<file path="config.mk">
export PLATFORM = sky130hd
export DESIGN_NAME = maj_sweep_ctrl
export DESIGN_NICKNAME = d
export VERILOG_FILES = /design/src/rtl/maj_ctrl_pkg.sv /design/src/rtl/maj_hold_timer.sv /design/src/rtl/maj_sweep_ctrl.sv
export SDC_FILE = /design/constraint.sdc
export NUM_CORES = 1
export LEC_CHECK = 0
export ABC_AREA = 1
export CAP_MARGIN = 20
export CORE_MARGIN = 8
export CORE_UTILIZATION = 46
export CTS_CLUSTER_DIAMETER = 200
export CTS_CLUSTER_SIZE = 16
export DETAILED_ROUTE_END_ITERATION = 10
export GPL_TIMING_DRIVEN = 0
export MAX_ROUTING_LAYER = met4
export PLACE_DENSITY = 0.71
export SYNTH_ARGS = -nofsm -noshare
export SYNTH_HDL_FRONTEND = slang
export SYNTH_SLANG_ARGS = --single-unit
</file>
<file path="constraint.sdc">
create_clock -name clk -period 1.4 [get_ports clk]
set_input_delay 0.28 -clock clk [delete_from_list [all_inputs] [get_ports clk]]
set_output_delay 0.28 -clock clk [all_outputs]
set_load 0.005 [all_outputs]
</file>
<file path="src/rtl/maj_ctrl_pkg.sv">
// Shared types and constants for the majority-unit sweep controller.
package maj_ctrl_pkg;

    localparam int unsigned VEC_W  = 3;
    localparam int unsigned TT_W   = 8;
    localparam int unsigned ERR_W  = 4;
    localparam int unsigned HOLD_W = 4;

    localparam logic [TT_W-1:0]  TT_GOLDEN = 8'hE8;
    localparam logic [ERR_W-1:0] ERR_MAX   = '1;
    localparam logic [VEC_W-1:0] VEC_LAST  = '1;

    typedef enum logic [1:0] {
        ST_IDLE,
        ST_DRIVE,
        ST_SAMPLE,
        ST_DONE
    } state_e;

    // Saturating increment for the mismatch counter.
    function automatic logic [ERR_W-1:0] err_sat_inc(input logic [ERR_W-1:0] v);
        return (v == ERR_MAX) ? v : v + ERR_W'(1);
    endfunction

endpackage

</file>
<file path="src/rtl/maj_hold_timer.sv">
// Down-counter that keeps a vector on maj_in for HOLD cycles before sampling.
module maj_hold_timer
    import maj_ctrl_pkg::*;
#(
    parameter int unsigned HOLD = 2
) (
    input  logic clk,
    input  logic rst,
    input  logic load_i,
    input  logic count_i,
    output logic expire_c
);

    localparam logic [HOLD_W-1:0] RELOAD = HOLD_W'(HOLD - 1);

    logic [HOLD_W-1:0] cnt_q;
    logic [HOLD_W-1:0] cnt_d;

    always_comb begin
        cnt_d = cnt_q;
        if (load_i) begin
            cnt_d = RELOAD;
        end else if (count_i && (cnt_q != '0)) begin
            cnt_d = cnt_q - HOLD_W'(1);
        end
    end

    always_ff @(posedge clk) begin
        if (rst) begin
            cnt_q <= '0;
        end else begin
            cnt_q <= cnt_d;
        end
    end

    // Expiry in a DRIVE cycle means this is the last of the HOLD cycles.
    assign expire_c = (cnt_q == '0);

endmodule

</file>
<file path="src/rtl/maj_sweep_ctrl.sv">
// Drives vectors into an external 3-input majority unit, captures its truth
// table and counts mismatches against the golden majority function.
module maj_sweep_ctrl
    import maj_ctrl_pkg::*;
#(
    parameter int unsigned HOLD = 2
) (
    input  logic             clk,
    input  logic             rst,
    input  logic             start,
    input  logic             single,
    input  logic [VEC_W-1:0] vec,
    output logic [VEC_W-1:0] maj_in,
    input  logic             maj_f,
    output logic             busy,
    output logic             done,
    // Captured truth table ("table" itself is a reserved word).
    output logic [TT_W-1:0]  truth_table,
    output logic [ERR_W-1:0] err_cnt,
    output logic             pass
);

    state_e           state_q,   state_d;
    logic [VEC_W-1:0] idx_q,     idx_d;
    logic             single_q,  single_d;
    logic [VEC_W-1:0] maj_in_q,  maj_in_d;
    logic             busy_q,    busy_d;
    logic             done_q,    done_d;
    logic [TT_W-1:0]  table_q,   table_d;
    logic [ERR_W-1:0] err_cnt_q, err_cnt_d;
    logic             pass_q,    pass_d;

    logic load_c;
    logic count_c;
    logic expire_c;

    maj_hold_timer #(
        .HOLD (HOLD)
    ) u_hold_timer (
        .clk      (clk),
        .rst      (rst),
        .load_i   (load_c),
        .count_i  (count_c),
        .expire_c (expire_c)
    );

    always_comb begin
        state_d   = state_q;
        idx_d     = idx_q;
        single_d  = single_q;
        maj_in_d  = maj_in_q;
        table_d   = table_q;
        err_cnt_d = err_cnt_q;
        pass_d    = pass_q;
        load_c    = 1'b0;
        count_c   = 1'b0;

        case (state_q)
            ST_IDLE: begin
                if (start) begin
                    state_d   = ST_DRIVE;
                    idx_d     = single ? vec : '0;
                    maj_in_d  = single ? vec : '0;
                    single_d  = single;
                    err_cnt_d = '0;
                    load_c    = 1'b1;
                    // A single-vector run patches one bit of the previous table.
                    if (!single) begin
                        table_d = '0;
                    end
                end
            end
            ST_DRIVE: begin
                if (expire_c) begin
                    state_d = ST_SAMPLE;
                end else begin
                    count_c = 1'b1;
                end
            end
            ST_SAMPLE: begin
                table_d[idx_q] = maj_f;
                if (maj_f != TT_GOLDEN[idx_q]) begin
                    err_cnt_d = err_sat_inc(err_cnt_q);
                end
                if (single_q || (idx_q == VEC_LAST)) begin
                    state_d = ST_DONE;
                    pass_d  = (err_cnt_d == '0);
                end else begin
                    state_d  = ST_DRIVE;
                    idx_d    = idx_q + VEC_W'(1);
                    maj_in_d = idx_q + VEC_W'(1);
                    load_c   = 1'b1;
                end
            end
            ST_DONE: begin
                state_d = ST_IDLE;
            end
            default: begin
                state_d = ST_IDLE;
            end
        endcase

        busy_d = (state_d != ST_IDLE);
        done_d = (state_d == ST_DONE);
    end

    always_ff @(posedge clk) begin
        if (rst) begin
            state_q   <= ST_IDLE;
            idx_q     <= '0;
            single_q  <= 1'b0;
            maj_in_q  <= '0;
            busy_q    <= 1'b0;
            done_q    <= 1'b0;
            table_q   <= '0;
            err_cnt_q <= '0;
            pass_q    <= 1'b0;
        end else begin
            state_q   <= state_d;
            idx_q     <= idx_d;
            single_q  <= single_d;
            maj_in_q  <= maj_in_d;
            busy_q    <= busy_d;
            done_q    <= done_d;
            table_q   <= table_d;
            err_cnt_q <= err_cnt_d;
            pass_q    <= pass_d;
        end
    end

    assign maj_in      = maj_in_q;
    assign busy        = busy_q;
    assign done        = done_q;
    assign truth_table = table_q;
    assign err_cnt     = err_cnt_q;
    assign pass        = pass_q;

endmodule

</file>
== Word level (Yosys, flattened, before mapping) ==
Memory sizes are Yosys's and may differ from the RTL's. A register that Yosys moved wholly into a read port is not among the register bits.
Cells that the tools add are included.

* Bitwise operators: 0
* Reductions and logical operators: 16
* Equality and inequality tests: 10
* Divide/modulo/power cells: 0
* Multipliers: 0
* $add $sub $neg: 3
* Multiplexer cells: 29
* Order comparisons: 2
* Shift-type cells: 0

{| class="wikitable"
|+ Operators with widths
! kind !! number
|-
| $mux 4 || 4
|-
| $mux 8 || 2
|-
| $pmux 8 s2 || 1
|-
| $mux 3 || 5
|-
| $bwmux 8 || 1
|-
| $logic_not 4->1 || 2
|-
| $mux 1 || 8
|-
| $pmux 2 s4 || 1
|-
| $pmux 4 s2 || 1
|-
| $eq 2x2->1 const B || 3
|-
| $mux 2 || 3
|-
| $ne 2x2->1 const B || 3
|-
| $pmux 3 s2 || 1
|-
| $reduce_and 2->1 || 3
|-
| $reduce_and 3->1 || 2
|-
| $reduce_bool 2->1 || 3
|-
| $add 4x1->4 const B || 1
|-
| $eq 4x4->1 const B || 1
|-
| $lt 3x4->1 const B || 1
|-
| $reduce_bool 4->1 || 1
|-
| $sub 4x1->4 const B || 1
|-
| $add 3x1->3 const B || 1
|-
| $demux 1 s3 || 1
|-
| $eq 3x3->1 const B || 1
|-
| 8 further kinds || 9
|}

* Register bits after elaboration: 25
* Word-level logic and storage cells: 71
* Memories: 1
* Input bits: 8
* Output and inout port bits: 18
* Latch bits: 0
* Memory bits (read-only): 8
* Bits in writable memories: 0

{| class="wikitable"
|+ Memory list
! name !! depth !! bits a word !! rd ports !! clocked after Yosys merged registers in !! wr ports !! line !! RTL
|-
| (no name shown) || 8 || 1 || 1 || 1 || 0 || maj_sweep_ctrl.sv:82 || <nowiki>if (maj_f != TT_GOLDEN[idx_q]) begin</nowiki>
|}

== Logic depth before layout (Yosys ltp) ==
* Depth after elaboration: 6
* Gate-level depth with buffers: 11
* Depth with buffers taken out: 11

== By module ==
From an unflattened synthesis, not the netlist that was laid out.

* Cells, all modules: 208
* Area total of the unflattened synthesis: 1448.9 µm²

{| class="wikitable"
|+ By module, submodules not included
! module !! times used !! area each (µm²) !! seq. area each (µm²) !! cells an instance
|-
| maj_sweep_ctrl || 1 || 1207.4 || 440.4 || 173
|-
| maj_hold_timer || 1 || 241.5 || 80.1 || 35
|}

== Worst setup path after synthesis ==
No wires, ideal clock.

* Kind: register to register
* Start point: reg maj_in_q[0] (netlist: maj_in[0])
* End point: reg (tool-made name)
* Clock period less this slack: 1.403 ns
* Setup slack: -0.003 ns
* Stages on the path, launching flop included: 11
* Path buffers: 0
* Data required time: 1.288 ns
* Setup time: 0.112 ns
* Data arrival time: 1.291 ns
* Cell sequence: dfxtp_1 > ha_1 > ha_1 > nor2_1 > nand2_2 > nand2_4 > nand2_1 > nand3_1 > nand2_1 > nand2_1 > nand2_1

{| class="wikitable"
|+ RTL lines
! item !! line !! RTL
|-
| start: declaration || maj_sweep_ctrl.sv:26 || <nowiki>logic [VEC_W-1:0] maj_in_q, maj_in_d;</nowiki>
|-
| start signal: assignment || maj_sweep_ctrl.sv:122 || <nowiki>maj_in_q <= maj_in_d;</nowiki>
|}

==> flow_results.xml <==
<?xml version="1.0" encoding="UTF-8"?>
<metrics>
  <group name="status">
    <metric name="status" unit="">finished with violations</metric>
    <metric name="failed_checks" unit="">setup timing</metric>
  </group>
  <group name="clocking">
    <metric name="cts_tree" unit="">done</metric>
    <metric name="cts.hold.buffers_added" unit="">0</metric>
    <metric name="cts_buffers" unit="">3</metric>
    <metric name="number_of_buffers_on_the_longest_clock_path" unit="">2</metric>
    <metric name="clock_insertion_delay_worst_skew" unit="ns">0.32</metric>
    <metric name="root_buffer" unit="">sky130_fd_sc_hd__clkbuf_4</metric>
    <metric name="cts.htree.levels" unit="">1</metric>
    <metric name="clkSinkCount" unit="">26</metric>
    <metric name="path_clk_slew" unit="ns">0.14</metric>
  </group>
  <group name="layout">
    <metric name="final_nets" unit="">259</metric>
    <metric name="layout.cells.most_common" unit="">sky130_fd_sc_hd__nand2_1</metric>
    <metric name="syn2layout_area_growth" unit="%">38.9</metric>
    <metric name="layout.cells.most_common_list" unit="">sky130_fd_sc_hd__nand2_1 (52), sky130_fd_sc_hd__inv_1 (18), sky130_fd_sc_hd__dlygate4sd2_1 (18)</metric>
    <metric name="instances_no_fill" unit="">289</metric>
    <metric name="post_route_cells_drive_above_1_share" unit="">0.343</metric>
    <metric name="n_antenna_cell" unit="">0</metric>
  </group>
  <group name="logic_synthesis">
    <metric name="synthDominantAreaCellType" unit="">sky130_fd_sc_hd__dfxtp_1</metric>
    <metric name="post_synth_main_area_contributors" unit="">sky130_fd_sc_hd__dfxtp_1 (36%), sky130_fd_sc_hd__nand2_1 (15%), sky130_fd_sc_hd__inv_1 (6.0%)</metric>
    <metric name="synth_area_per_cell" unit="sq um">7.06</metric>
    <metric name="yosysSeqAreaShare" unit="">0.361</metric>
    <metric name="yosys.area.top_type_share" unit="">0.361</metric>
    <metric name="syn_nets" unit="">216</metric>
    <metric name="ys_types" unit="">28</metric>
    <metric name="synthesis.instances" unit="">204</metric>
    <metric name="ys_seq_elements" unit="">26</metric>
    <metric name="post_synthesis_cell_area" unit="sq um">1440</metric>
    <metric name="synth_warnings" unit="">0</metric>
  </group>
  <group name="timing">
    <metric name="fin_crit_sh" unit="">1.03</metric>
    <metric name="hold_slack" unit="ns">0.376</metric>
    <metric name="setup_viol" unit="">4</metric>
    <metric name="finalWorstPathRequiredPeriod" unit="ns">1.45</metric>
    <metric name="timing_max_transition_violations_final" unit="">0</metric>
    <metric name="tightest_slew" unit="ns">0.480</metric>
    <metric name="setup_ws" unit="ns">-0.0471</metric>
    <metric name="hold_viol_final" unit="">0</metric>
    <metric name="timing.clock.skew" unit="ns">0.00151</metric>
    <metric name="max_freq" unit="MHz">691</metric>
    <metric name="rsz0062_at_grt" unit="">yes</metric>
    <metric name="max_slew_margin" unit="">0.680</metric>
  </group>
  <group name="place">
    <metric name="placed_cells" unit="">272</metric>
    <metric name="post-dp-hpwl" unit="um">2400</metric>
    <metric name="preCtsSetupSlack" unit="ns">-0.233</metric>
    <metric name="port-buffer-count" unit="">24</metric>
    <metric name="finalWeightedCongestion" unit="">0.884</metric>
  </group>
  <group name="critical_path">
    <metric name="maximum_fanout_encountered_on_the_critical_timing_path" unit="">6</metric>
    <metric name="timing.critical_path.cells" unit="">ha_4 -&gt; ha_4 -&gt; nor2_4 -&gt; nand2_2 -&gt; nand2_4 -&gt; buf_4 -&gt; buf_4 -&gt; nor2_4 -&gt; o21ai_1 -&gt; nor2_1</metric>
    <metric name="worst_setup_path_start_kind" unit="">flop</metric>
    <metric name="worstSetupEndpointType" unit="">flop</metric>
    <metric name="worstPathArrival" unit="ns">1.68</metric>
    <metric name="critical_path_class" unit="">flop to flop</metric>
    <metric name="crit_path_max_incr_delay" unit="ns">0.38</metric>
    <metric name="worstPathRequired" unit="ns">1.63</metric>
    <metric name="worst_path_max_delay_cell" unit="">sky130_fd_sc_hd__dfxtp_4</metric>
  </group>
  <group name="floorplan">
    <metric name="die_area" unit="sq um">5180</metric>
    <metric name="die_y" unit="um">72.0</metric>
    <metric name="chipWidth" unit="um">72.0</metric>
    <metric name="coreArea" unit="sq um">3030</metric>
    <metric name="rows" unit="">20</metric>
    <metric name="initial_utilization" unit="">0.476</metric>
    <metric name="io-pin-count" unit="">26</metric>
  </group>
  <group name="grt">
    <metric name="initial_antenna_violation_count" unit="">0</metric>
    <metric name="pin_count_of_the_biggest_net_entering_global_routing" unit="">14</metric>
    <metric name="first_global_vias" unit="">1352</metric>
    <metric name="grt-ovfl-total" unit="">0</metric>
    <metric name="global_route_wire_length_before_repair" unit="um">5810</metric>
    <metric name="gr-usage-all-layers" unit="">0.139</metric>
  </group>
  <group name="power_and_ir_drop">
    <metric name="leakagePower" unit="uW">0.000885</metric>
    <metric name="cellPowerDensity" unit="nW/um^2">861</metric>
    <metric name="worst_ir_drop_vdd" unit="uV">657</metric>
  </group>
  <group name="route">
    <metric name="drt_wirelength" unit="um">3560</metric>
    <metric name="vias" unit="">1450</metric>
    <metric name="wl_per_cell" unit="um">12.3</metric>
    <metric name="drt_iter0_markers" unit="">115</metric>
    <metric name="drt.antenna.violating_nets" unit="">0</metric>
    <metric name="detail_route.vias_per_cell" unit="">5.02</metric>
    <metric name="detail_route.drc_violations" unit="">0</metric>
    <metric name="dr.pass1.iters" unit="">4</metric>
  </group>
  <group name="job">
    <metric name="timing.max_cap.violations" unit="">0</metric>
  </group>
  <group name="worst_hold_path">
    <metric name="min-delay-path-class" unit="">input port to flop</metric>
  </group>
</metrics>
[cell usage after synthesis (all sizes together)]
cell,number
a21oi,18
buf,4
clkbuf,2
dfxtp,26
ha,4
inv,29
nand2,61
nand3,15
nand4,6
nor2,16
nor3,3
o21ai,13
o31ai,5
or2,1
xor2,1
[critical path: cells and delay by family (launching register included)]
kind	cells	cell delay [ns]
adder cells (fa/ha/maj)	2	0.31
flip-flops	1	0.38
buffers and inverters	2	0.22
AND/OR/NAND/NOR	5	0.36
AO/OA/AOI/OAI	1	0.09
[sequential cells by signal (all words and copies together) (netlist names), named ones only]
name                cells
single_q                1
maj_in                  3
state_q                 2
err_cnt                 4
u_hold_timer.cnt_q      4
done                    1
pass                    1
busy                    1
truth_table             8
[layer usage]
metal	wire length (um)	GRT usage
met4	58	0.0567
met5	0	-
met1	1620	0.162
met2	1740	0.235
met3	137	0.0193
[final cells by class]
cell class / instances / area (sq um)
Buffer: 6 / 47.5
Clock buffer: 3 / 22.5
Fill cell: 269 / 1030
Inverter: 29 / 113
Multi-Input combinational cell: 143 / 887
Sequential cell: 26 / 549
Tap cell: 44 / 55.1
Timing Repair Buffer: 38 / 327
[power breakdown]
group	internal, uW	switching, uW	total, uW	leakage [uW]
Combinational	232	352	584	0.000651
Clock	101	217	318	0.0000138
Sequential	786	33.6	819	0.000220
[logic make-up (layout without fill, tap and decap cells)]
group,after synthesis,count (layout),synth area share
AO/OA/AOI/OAI,36,36,0.155
flip-flops,26,26,0.361
AND/OR/NAND/NOR,102,102,0.338
buffers and inverters,35,76,0.105
XOR/XNOR,1,1,0.00608
adder cells (fa/ha/maj),4,4,0.0348
[path summary, 6_finish.rpt]
kind                                 to            from  slack (ns)  depth (start not counted)
setup reg to reg  u_hold_timer.cnt_q[3]       maj_in[1]       -0.05                         10
hold reg to reg          truth_table[7]  truth_table[7]        0.47                          2
setup / recovery  u_hold_timer.cnt_q[3]       maj_in[1]       -0.05                         10
hold / removal           truth_table[2]             rst        0.38                          2
[what timing repair did]
action	CTS	global route
resized for setup	46	26
setup endpoints to repair	21	14
pin swaps	5	11
setup buffers	11	3
[per-stage QoR]
stage          TNS (ns)  power (uW)   util  cell area [sq um]
6_report         -0.150        1720  0.661               2000
5_1_grt          -0.498        1820  0.661               2000
4_1_cts         -0.0230        1660  0.624               1890
3_5_place_dp      -2.14        1320  0.574               1740
3_3_place_gp      -1.86        1310  0.574               1740
2_1_floorplan         0        1180      -               1440
Power figures use the tool's default switching activity.
